--- config.mk ---
export PLATFORM = sky130hd
export DESIGN_NAME = mem_port_arbiter
export DESIGN_NICKNAME = d
export VERILOG_FILES = /design/src/rtl/mem_port_arbiter.sv
export SDC_FILE = /design/constraint.sdc
export NUM_CORES = 1
export LEC_CHECK = 0
export ABC_AREA = 1
export BUFFER_PORTS_ARGS = -buffer_cell sky130_fd_sc_hd__buf_2
export CAP_MARGIN = 10
export CELL_PAD_IN_SITES_DETAIL_PLACEMENT = 0
export CELL_PAD_IN_SITES_GLOBAL_PLACEMENT = 1
export CORE_MARGIN = 2
export CORE_UTILIZATION = 30
export CTS_BUF_LIST = sky130_fd_sc_hd__clkbuf_2
export DETAILED_ROUTE_END_ITERATION = 8
export PLACE_DENSITY = 0.89
export SLEW_MARGIN = 10
export SYNTH_ARGS = -nofsm -noshare
export SYNTH_HDL_FRONTEND = slang
export SYNTH_SLANG_ARGS = --single-unit
export TNS_END_PERCENT = 100
--- constraint.sdc ---
create_clock -name clk -period 1.59 [get_ports clk]
set_input_delay 0.159 -clock clk [delete_from_list [all_inputs] [get_ports clk]]
set_output_delay 0.159 -clock clk [all_outputs]
set_load 0.02 [all_outputs]
--- src/rtl/mem_port_arbiter.sv ---
// Arbitrates one single-port memory between instruction fetch and the data stage.
// Data side has priority. A saturating starvation counter forces a fetch grant after STARVE_LIMIT data grants.
module mem_port_arbiter #(
    parameter int N            = 64,
    parameter int STARVE_LIMIT = 3
) (
    input  logic         clk,
    input  logic         reset,
    input  logic         if_req,
    input  logic [N-1:0] if_addr,
    output logic [31:0]  if_rdata,
    output logic         if_valid,
    output logic         if_stall,
    input  logic         dm_readEnable,
    input  logic         dm_writeEnable,
    input  logic [N-1:0] dm_addr,
    input  logic [N-1:0] dm_wdata,
    output logic [N-1:0] dm_rdata,
    output logic         dm_valid,
    output logic         dm_stall,
    output logic         mem_req,
    output logic         mem_we,
    output logic [N-1:0] mem_addr,
    output logic [N-1:0] mem_wdata,
    input  logic [N-1:0] mem_rdata,
    input  logic         mem_ready
);

    localparam int CW = $clog2(STARVE_LIMIT + 1);

    typedef enum logic [1:0] {IDLE, IF_BUSY, DM_BUSY} state_e;

    state_e        state, nextState;
    logic [CW-1:0] starveCnt;
    logic          ifEligible, dmEligible;
    logic          grantIf, grantDm;

    // A requester whose valid is high is still holding its completed request.
    assign ifEligible = if_req & ~if_valid;
    assign dmEligible = (dm_readEnable | dm_writeEnable) & ~dm_valid;

    assign mem_req  = (state != IDLE);
    assign if_stall = if_req & ~if_valid;
    assign dm_stall = (dm_readEnable | dm_writeEnable) & ~dm_valid;

    always_comb begin
        // NOTE: every output of this block gets a default first so no latch is inferred.
        grantIf   = 1'b0;
        grantDm   = 1'b0;
        nextState = state;
        case (state)
            IDLE: begin
                if (ifEligible && starveCnt == CW'(STARVE_LIMIT)) grantIf = 1'b1;
                else if (dmEligible)                              grantDm = 1'b1;
                else if (ifEligible)                              grantIf = 1'b1;
                if (grantIf)      nextState = IF_BUSY;
                else if (grantDm) nextState = DM_BUSY;
            end
            IF_BUSY, DM_BUSY: if (mem_ready) nextState = IDLE;
            default:          nextState = IDLE;
        endcase
    end

    always_ff @(posedge clk or negedge reset) begin
        if (!reset) begin
            state     <= IDLE;
            starveCnt <= '0;
            mem_we    <= 1'b0;
            mem_addr  <= '0;
            mem_wdata <= '0;
            if_rdata  <= '0;
            if_valid  <= 1'b0;
            dm_rdata  <= '0;
            dm_valid  <= 1'b0;
        end else begin
            // NOTE: sequential state uses non-blocking assignments so all registers update together.
            state    <= nextState;
            if_valid <= 1'b0;
            dm_valid <= 1'b0;

            if (grantIf) begin
                mem_we    <= 1'b0;
                mem_addr  <= if_addr;
                starveCnt <= '0;
            end

            if (grantDm) begin
                mem_we    <= dm_writeEnable;
                mem_addr  <= dm_addr;
                mem_wdata <= dm_wdata;
                if (if_req && starveCnt != CW'(STARVE_LIMIT))
                    starveCnt <= starveCnt + CW'(1);
            end

            if (state == IF_BUSY && mem_ready) begin
                if_valid <= 1'b1;
                if_rdata <= mem_addr[2] ? mem_rdata[63:32] : mem_rdata[31:0];
            end

            if (state == DM_BUSY && mem_ready) begin
                dm_valid <= 1'b1;
                if (!mem_we) dm_rdata <= mem_rdata;
            end
        end
    end

endmodule

==> results of run 1 <==
[flip-flops by register name, indices dropped and copies added, names as in the netlist]
name       flops
mem_wdata     64
if_valid       1
starveCnt      2
dm_rdata      64
if_rdata      32
mem_we         1
dm_valid       1
mem_addr      64
state          2
[stage by stage]
stage	hold slack (ns)	setup slack, ns
after global routing	0.02252	-0.4929
after global placement	0.1100	0.07808
after floorplan	-0.1366	0.09755
after CTS	0.0003693	-0.4304
after detailed placement	0.1175	0.01444
final	0.02114	-0.3168
[power breakdown]
part	internal, W	total [W]	leakage, nW	switching, W
registers	0.00869	0.0113	2.88	0.00265
logic	0.0133	0.0277	8.34	0.0144
clock network	0.00172	0.00449	0.426	0.00277
total	0.0237	0.0435	11.6	0.0198
[layout make-up]
type	count	area (um^2)	area share, %
Timing Repair Buffer	1095	10200	46.66
Sequential cell	231	5787	26.47
Multi-Input combinational cell	803	4210	19.26
Tap cell	448	560.5	2.564
Inverter	140	528.0	2.415
Clock buffer	95	475.5	2.175
Clock inverter	9	66.31	0.3033
Antenna cell	14	35.03	0.1602
[metal layers]
| metal | wire [um] | vias to the layer above | share of wire [%] | track usage [%] |
|---|---|---|---|---|
| met5 | 11 | - | 0.018 | 0 |
| met4 | 4487 | 2 | 7.3 | 18.49 |
| met3 | 6563 | 359 | 11 | 7.285 |
| met2 | 29670 | 1215 | 48 | 47.21 |
| met1 | 20510 | 6862 | 33 | 29.75 |
| li1 | - | 6208 | - | - |
[cell families after synthesis]
| kind of cell | count (synthesis) |
|---|---|
| flops | 231 |
| simple gates | 602 |
| buf+inv | 231 |
| fa+ha+maj | 4 |
| compound gates | 196 |
[how the worst min path moves through the flow]
stage | from | end | slack, ns | depth (start not counted)
global route | mem_rdata[63] | dm_rdata[63]$_DFFE_PN0P_ | 0.02 | 4
finish | mem_rdata[63] | dm_rdata[63]$_DFFE_PN0P_ | 0.02 | 4
detailed placement | reset | mem_wdata[35]$_DFFE_PN0P_ | 0.12 | 1
CTS | mem_rdata[48] | if_rdata[16]$_DFFE_PN0P_ | 0.0004 | 4
global placement | reset | mem_wdata[30]$_DFFE_PN0P_ | 0.11 | 1
floorplan | reset | dm_rdata[0]$_DFFE_PN0P_ | -0.14 | 0
[cell usage in the layout, fill, tap and decap left out, types with 2 or more instances in the layout]
cell type      Yosys  final
dlygate4sd3_1      0    373
nand2_1          428    370
buf_2             57    260
buf_6              0    230
dfrtp_1          231    226
buf_4              6    175
inv_1            140    135
clkbuf_2           0     95
nand3_1           69     67
nand4_1           65     65
o21ai_0          133     65
o21ai_1           31     51
o21ai_2            0     44
nand2_4            0     43
nor2_1            33     33
a21oi_1           32     32
buf_12             0     24
nand2_2            1     16
clkbuf_16          0     15
diode_2            0     14
buf_8              0      9
clkinv_1           0      6
bufbuf_16          0      5
dfrtp_2            0      5
inv_2              0      4
o21ai_4            0      4
buf_16             0      4
nand3_4            0      3
nand3_2            2      2
ha_4               0      2
ha_1               4      2
[worst max-delay path, cell delays in order, from the launching register on]
cell     delay, ns
dfrtp_1       0.41
inv_2         0.09
ha_4          0.16
buf_12        0.11
inv_4         0.03
buf_6         0.11
[timing repair]
action / in CTS / in global routing
endpoints found under the hold margin: 462 / 0
pin swaps: 4 / 4
hold buffers: 374 / 0
gates cloned: 5 / 22
resized for setup: 479 / 247
setup endpoints to repair: 230 / 427
setup buffers: 96 / 68
==> results.json, run 1 <==
{
  "outcome": "finished, violations left",
  "violations": "setup timing",
  "netlist.area_leader.share_pct": 56.06,
  "yosysMostFrequentCell": "nand2_1",
  "tns_ns": -20.14,
  "synthFlopType": "dfrtp_1",
  "cap_violations": 0,
  "period_share_pct": 119.9,
  "clk_pin_slew_ns": 0.13,
  "finalPower_w": 0.04351,
  "power.leakage_nw": 11.64,
  "synthCells": 1264,
  "drive_above_1_share_pct": 39.87,
  "synth_adder_area_share_pct": 0.4854,
  "synthArstFlopShare_pct": 100.0,
  "wl_mm": 61.25,
  "grt_max_degree": 66,
  "reg2reg_depth": 10,
  "required_ns": 1.43,
  "io_pins": 492,
  "timing.rr.start": "state[1]$_DFFE_PN0P_",
  "core_area_um2": 33700,
  "synth_area_um2": 10310,
  "fin_crit_ns": 1.907,
  "fp.dieW_um": 189.4,
  "synth_compound_area_share_pct": 9.513,
  "crit_fanout": 2,
  "hold_path_class": "input pin to flop",
  "yosys.area_share.simple_pct": 24.62,
  "fillers": 2206,
  "wl_per_cell_um": 21.60,
  "ys_seq_area_share_pct": 56.06,
  "clk_path_buf_depth": 3,
  "cp-start-kind": "flop",
  "place_area_um2": 13500,
  "grt_pass1_wl_mm": 77.95,
  "postSynthAreaPerCell_um2": 8.158,
  "io_buffer_count": 491,
  "synth_edf_count": 0,
  "nets": 2598,
  "dieHeight_um": 189.4,
  "initial_core_util_pct": 30.60,
  "post_drt_via_cell_ratio": 5.166,
  "yosysTopAreaCell": "dfrtp_1",
  "utilization_pct": 64.88,
  "finalSetupViolCount": 307,
  "startpoint": "state[1]$_DFFE_PN0P_",
  "hold_viol_final": 0,
  "grtUsageTotal_pct": 27.48,
  "antenna_found_initial": 15,
  "synth-xor-area-share_pct": 0,
  "clk-insertion-delay-late_ns": 0.96,
  "max_slew_margin_pct": 62.84,
  "clock_sinks": 231,
  "dr.pass1.iters": 6,
  "synth_area_leaders": "dfrtp_1, nand2_1, o21ai_0",
  "maxSlewViolCount": 0,
  "grt-ovfl-total": 0,
  "drc": 0,
  "p_per_area_nw_per_um2": 1990,
  "grt_pass1_vias": 14770,
  "dp.cells": 2155,
  "finalClockSkew_ns": 0.1269,
  "design.die.area_um2": 35870,
  "regToRegSetupSlack_ns": -0.19,
  "crit_arrival_ns": 1.75,
  "drtIter0Drc": 1116,
  "synth-seq-cells": 231,
  "rsz0062_at_grt": "yes",
  "peakVddDrop_mv": 1.292,
  "final_cells": 2835,
  "synth_top_family_by_area": "simple AND/OR/NAND/NOR gates",
  "synth_common_cells": "nand2_1, dfrtp_1, inv_1",
  "end_kind": "output pin",
  "syn-num-nets": 1530,
  "dp_hpwl_mm": 25.51,
  "cts_buffers": 61,
  "syn2layout_area_growth_pct": 112.0,
  "cts_tree": "done",
  "rows": 67,
  "rr_endpoint": "mem_addr[16]$_DFFE_PN0P_",
  "cts_root_buf": "clkbuf_2",
  "synth.distinct_cells": 20,
  "tightest_slew_ns": 0.5516,
  "fmax_mhz": 524.4,
  "setup_ws_ns": -0.3168,
  "finalInstanceArea_um2": 21860,
  "setup.worst_path.class": "flop to output pin",
  "endpoint": "mem_req",
  "cts-htree-levels": 2,
  "yosys_warnings": 0,
  "gp_congestion": 0.8391,
  "drtAntennaViolNets": 0,
  "synthMuxAreaShare_pct": 0,
  "num_vias": 14650
}
(Power assumes the default switching activity.)
==> inputs of run 2 (changes only) <==
--- a/config.mk
+++ b/config.mk
@@ -5,16 +5,16 @@
 export SDC_FILE = /design/constraint.sdc
 export NUM_CORES = 1
 export LEC_CHECK = 0
-export ABC_AREA = 1
+export ABC_AREA = 0
 export BUFFER_PORTS_ARGS = -buffer_cell sky130_fd_sc_hd__buf_2
 export CAP_MARGIN = 10
 export CELL_PAD_IN_SITES_DETAIL_PLACEMENT = 0
 export CELL_PAD_IN_SITES_GLOBAL_PLACEMENT = 1
-export CORE_MARGIN = 2
-export CORE_UTILIZATION = 30
+export CORE_AREA = 2 2 189 191
 export CTS_BUF_LIST = sky130_fd_sc_hd__clkbuf_2
 export DETAILED_ROUTE_END_ITERATION = 8
-export PLACE_DENSITY = 0.89
+export DIE_AREA = 0 0 191 193
+export PLACE_DENSITY = 0.8
 export SLEW_MARGIN = 10
 export SYNTH_ARGS = -nofsm -noshare
 export SYNTH_HDL_FRONTEND = slang
==> run 2 against run 1 <==
Net effect: the run now fails in clock tree synthesis; synthesized cell count fell by 42%; area after synthesis fell by 5.3%.
==> results.json, run 2 <==
{
  "outcome": "aborted with a tool error",
  "lastStage": "clock tree synthesis",
  "error": "[ERROR RSZ-0060] Max buffer count reached.",
  "dieHeight_um": 193,
  "synth_edf_count": 0,
  "synthArstFlopShare_pct": 100.0,
  "rows": 69,
  "postSynthAreaPerCell_um2": 13.43,
  "io_buffer_count": 491,
  "post_cts_buffers": 78,
  "fp.dieW_um": 191,
  "clk_path_buf_depth": 3,
  "ys_seq_area_share_pct": 59.20,
  "synth_area_leaders": "dfrtp_1, mux2i_1, mux2_2",
  "synthFlopType": "dfrtp_1",
  "cts_root_buf": "clkbuf_2",
  "synth-seq-cells": 231,
  "syn-num-nets": 993,
  "cts_buffers": 59,
  "dp_hpwl_mm": 22.33,
  "clock_sinks": 231,
  "synth_area_um2": 9764,
  "cts_hold_repair.buffers": 374,
  "cts-htree-levels": 2,
  "yosysTopAreaCell": "dfrtp_1",
  "initial_core_util_pct": 27.93,
  "io_pins": 492,
  "netlist.area_leader.share_pct": 59.20,
  "yosysMostFrequentCell": "dfrtp_1",
  "gp_congestion": 0.7929,
  "synth_common_cells": "dfrtp_1, mux2i_1, mux2_2",
  "cts_resized": 553,
  "yosys_warnings": 0,
  "synth.distinct_cells": 31,
  "synthCells": 727
}
[run 2: cell count changes after synthesis, moves of 38 or more]
cell | previous run | this run
buf_2 | 57 | 19
nand2_1 | 428 | 67
inv_1 | 140 | 4
mux2i_1 | 0 | 96
nand3_1 | 69 | 1
mux2_2 | 0 | 84
nand4_1 | 65 | 0
mux2_4 | 0 | 45
o21ai_0 | 133 | 8
[run 2: logic make-up after synthesis]
logic type | Yosys count | share of synthesized area [%]
flops | 231 | 59.20
mux | 225 | 26.45
simple gates | 111 | 4.626
compound gates | 105 | 5.638
buf+inv | 51 | 3.575
fa+ha+maj | 4 | 0.5126
[run 2: metrics by stage]
step	setup WS (ns)	instances	cell area, um^2
3_5_place_dp	-0.08985	1677	12960
3_3_place_gp	-0.06553	1677	12960
2_1_floorplan	-0.03526	727	9764
==> inputs of run 3 (changes only) <==
--- a/config.mk
+++ b/config.mk
@@ -8,13 +8,10 @@
 export ABC_AREA = 0
 export BUFFER_PORTS_ARGS = -buffer_cell sky130_fd_sc_hd__buf_2
 export CAP_MARGIN = 10
-export CELL_PAD_IN_SITES_DETAIL_PLACEMENT = 0
-export CELL_PAD_IN_SITES_GLOBAL_PLACEMENT = 1
-export CORE_AREA = 2 2 189 191
-export CTS_BUF_LIST = sky130_fd_sc_hd__clkbuf_2
+export CORE_AREA = 2 2 191 193
 export DETAILED_ROUTE_END_ITERATION = 8
-export DIE_AREA = 0 0 191 193
-export PLACE_DENSITY = 0.8
+export DIE_AREA = 0 0 193 195
+export PLACE_DENSITY_LB_ADDON = 0.15
 export SLEW_MARGIN = 10
 export SYNTH_ARGS = -nofsm -noshare
 export SYNTH_HDL_FRONTEND = slang
==> constraint.sdc (replaced) <==
create_clock -name clk -period 2.07 [get_ports clk]
set_input_delay 0.207 -clock clk [delete_from_list [all_inputs] [get_ports clk]]
set_output_delay 0.207 -clock clk [all_outputs]
set_load 0.02 [all_outputs]
==> run 3 against run 2 <==
Net effect: the run now ends clean; area after synthesis did not move; synthesized cell count is the same.
==> results.json, run 3 <==
{
  "hold_viol_final": 0,
  "wl_per_cell_um": 17.29,
  "ys_seq_area_share_pct": 59.20,
  "p_per_area_nw_per_um2": 1631,
  "rows": 69,
  "clock_sinks": 231,
  "yosysTopAreaCell": "dfrtp_1",
  "crit_fanout": 6,
  "finalSetupViolCount": 0,
  "whs_endpoint": "mem_addr[14]$_DFFE_PN0P_",
  "synth_common_cells": "dfrtp_1, mux2i_1, mux2_2",
  "finalPower_w": 0.02689,
  "drtIter0Drc": 237,
  "maxSlewViolCount": 0,
  "dieHeight_um": 195,
  "cp-start-kind": "flop",
  "max_slew_margin_pct": 76.35,
  "netlist.area_leader.share_pct": 59.20,
  "multi_input_area_um2": 3646,
  "crit_arrival_ns": 1.72,
  "num_vias": 8461,
  "holdPathStages": 3,
  "fillers": 3278,
  "cts_root_buf": "clkbuf_16",
  "cts_buffers": 28,
  "end_kind": "output pin",
  "io_buffer_count": 491,
  "grtUsageTotal_pct": 17.30,
  "n_antenna_cell": 0,
  "setup_ws_ns": 0.1404,
  "required_ns": 1.86,
  "final_cell_mix": "buf_2, dlygate4sd3_1, dfrtp_1",
  "synth_area_um2": 9764,
  "cpPeakStageDelay_ns": 0.39,
  "fin_crit_ns": 1.930,
  "initial_core_util_pct": 27.59,
  "grt-ovfl-total": 0,
  "core_area_um2": 35400,
  "nets": 1752,
  "dr.pass1.iters": 4,
  "fp.dieW_um": 193,
  "antenna_found_initial": 1,
  "post_drt_via_cell_ratio": 4.297,
  "place_ws_ns": 0.1705,
  "postSynthAreaPerCell_um2": 13.43,
  "clk-insertion-delay-late_ns": 0.53,
  "yosys_warnings": 0,
  "synthFlopType": "dfrtp_1",
  "path_common_cell": "inv_1",
  "grt_pass1_wl_mm": 51.01,
  "regToRegSetupSlack_ns": 0.18,
  "drtAntennaViolNets": 0,
  "gp_congestion": 0.8247,
  "synth_edf_count": 0,
  "cp.depth": 4,
  "critPathBufInv": 3,
  "synthCells": 727,
  "min_from": "if_addr[14]",
  "grt_max_degree": 61,
  "fmax_mhz": 518.2,
  "clk_path_buf_depth": 3,
  "syn-num-nets": 993,
  "tightest_slew_ns": 0.3448,
  "synth-seq-cells": 231,
  "synthArstFlopShare_pct": 100.0,
  "io_pins": 492,
  "setup.worst_path.class": "flop to output pin",
  "cap_violations": 0,
  "cts-htree-levels": 1,
  "syn2layout_area_growth_pct": 68.84,
  "dp_hpwl_mm": 24.54,
  "seqCellArea_um2": 5782,
  "timing.rr.start": "state[0]$_DFFE_PN0P_",
  "peakVddDrop_mv": 0.9805,
  "synth.distinct_cells": 31,
  "period_share_pct": 93.22,
  "synth_area_leaders": "dfrtp_1, mux2i_1, mux2_2",
  "rr_endpoint": "mem_wdata[44]$_DFFE_PN0P_",
  "wl_mm": 34.05,
  "outcome": "finished clean",
  "power.leakage_nw": 8.303,
  "finalClockSkew_ns": 0.01336,
  "yosysMostFrequentCell": "dfrtp_1",
  "reg2reg_depth": 6,
  "clk_pin_slew_ns": 0.06,
  "path_cells": "inv_1 -> ha_1 -> inv_1 -> buf_2",
  "tns_ns": 0,
  "cts_tree": "done",
  "hold_path_class": "input pin to flop",
  "drc": 0,
  "crit_slowest_cell": "dfrtp_1",
  "crit_family": "buffers and inverters",
  "top_regs": "dm_rdata x64, mem_addr x64, mem_wdata x64",
  "drive_above_1_share_pct": 46.75,
  "rsz0062_at_grt": "no",
  "grt_pass1_vias": 8981,
  "post_cts_buffers": 0,
  "whs_ns": 0.02401,
  "design.die.area_um2": 37640,
  "final_common_cell": "buf_2"
}
-- run 3: how the worst max path moves through the flow --
stage	slack [ns]	startpoint	end
2_1_floorplan	0.44	state[0]$_DFFE_PN0P_	dm_rdata[0]$_DFFE_PN0P_
3_3_place_gp	0.24	state[0]$_DFFE_PN0P_	mem_wdata[62]$_DFFE_PN0P_
3_5_place_dp	0.17	state[0]$_DFFE_PN0P_	mem_wdata[44]$_DFFE_PN0P_
4_1_cts	0.09	state[0]$_DFFE_PN0P_	mem_req
5_1_grt	0.01	state[0]$_DFFE_PN0P_	mem_req
6_report	0.14	state[0]$_DFFE_PN0P_	mem_req
-- run 3: worst min-delay path: cells and delay by family --
family | cells | cell delay (ns)
buf+inv | 1 | 0.08
compound gates | 1 | 0.13
mux | 1 | 0.09
-- run 3: where the power goes --
part           internal (W)  switching (W)  leakage (nW)  total [W]
clock               0.00351        0.00195         0.509    0.00546
combinational       0.00583        0.00753          5.06     0.0134
sequential          0.00686        0.00120          2.74    0.00807
total                0.0162         0.0107          8.30     0.0269
-- run 3: kinds of logic (layout without fill, tap and decap cells) --
| family | count (synthesis) | count (layout) | synth area share (%) |
|---|---|---|---|
| multiplexers | 225 | 225 | 26.45 |
| adder cells (fa/ha/maj) | 4 | 4 | 0.5126 |
| flip-flops | 231 | 231 | 59.20 |
| AO/OA/AOI/OAI | 105 | 105 | 5.638 |
| AND/OR/NAND/NOR | 111 | 111 | 4.626 |
| buffers and inverters | 51 | 832 | 3.575 |
-- run 3: stage by stage --
step	utilization [%]	std cells	instance area, um^2
3_5_place_dp	36.41	1662	12890
6_report	46.57	1969	16490
2_1_floorplan	-	727	9764
4_1_cts	46.57	1969	16490
3_3_place_gp	36.41	1662	12890
5_1_grt	46.57	1969	16490
-- run 3: cell type report --
class	count	area share, %
Clock inverter	14	1.381
Inverter	5	0.1290
Tap cell	461	3.499
Multi-Input combinational cell	445	22.12
Sequential cell	231	35.07
Timing Repair Buffer	775	32.83
Clock buffer	38	4.971
-- run 3: per-layer routing --
layer,vias up,part of all wire (%),global-route usage [%]
met3,76,6.5,4.080
met2,296,49,30.03
met4,2,4.1,6.650
li1,4055,-,-
met5,-,0.038,0
met1,4032,40,20.59
-- run 3: repair_timing --
| action | in CTS | in global routing |
|---|---|---|
| gates resized for setup | 0 | 0 |
| hold buffers | 255 | 0 |
| hold endpoints to repair | 450 | 0 |
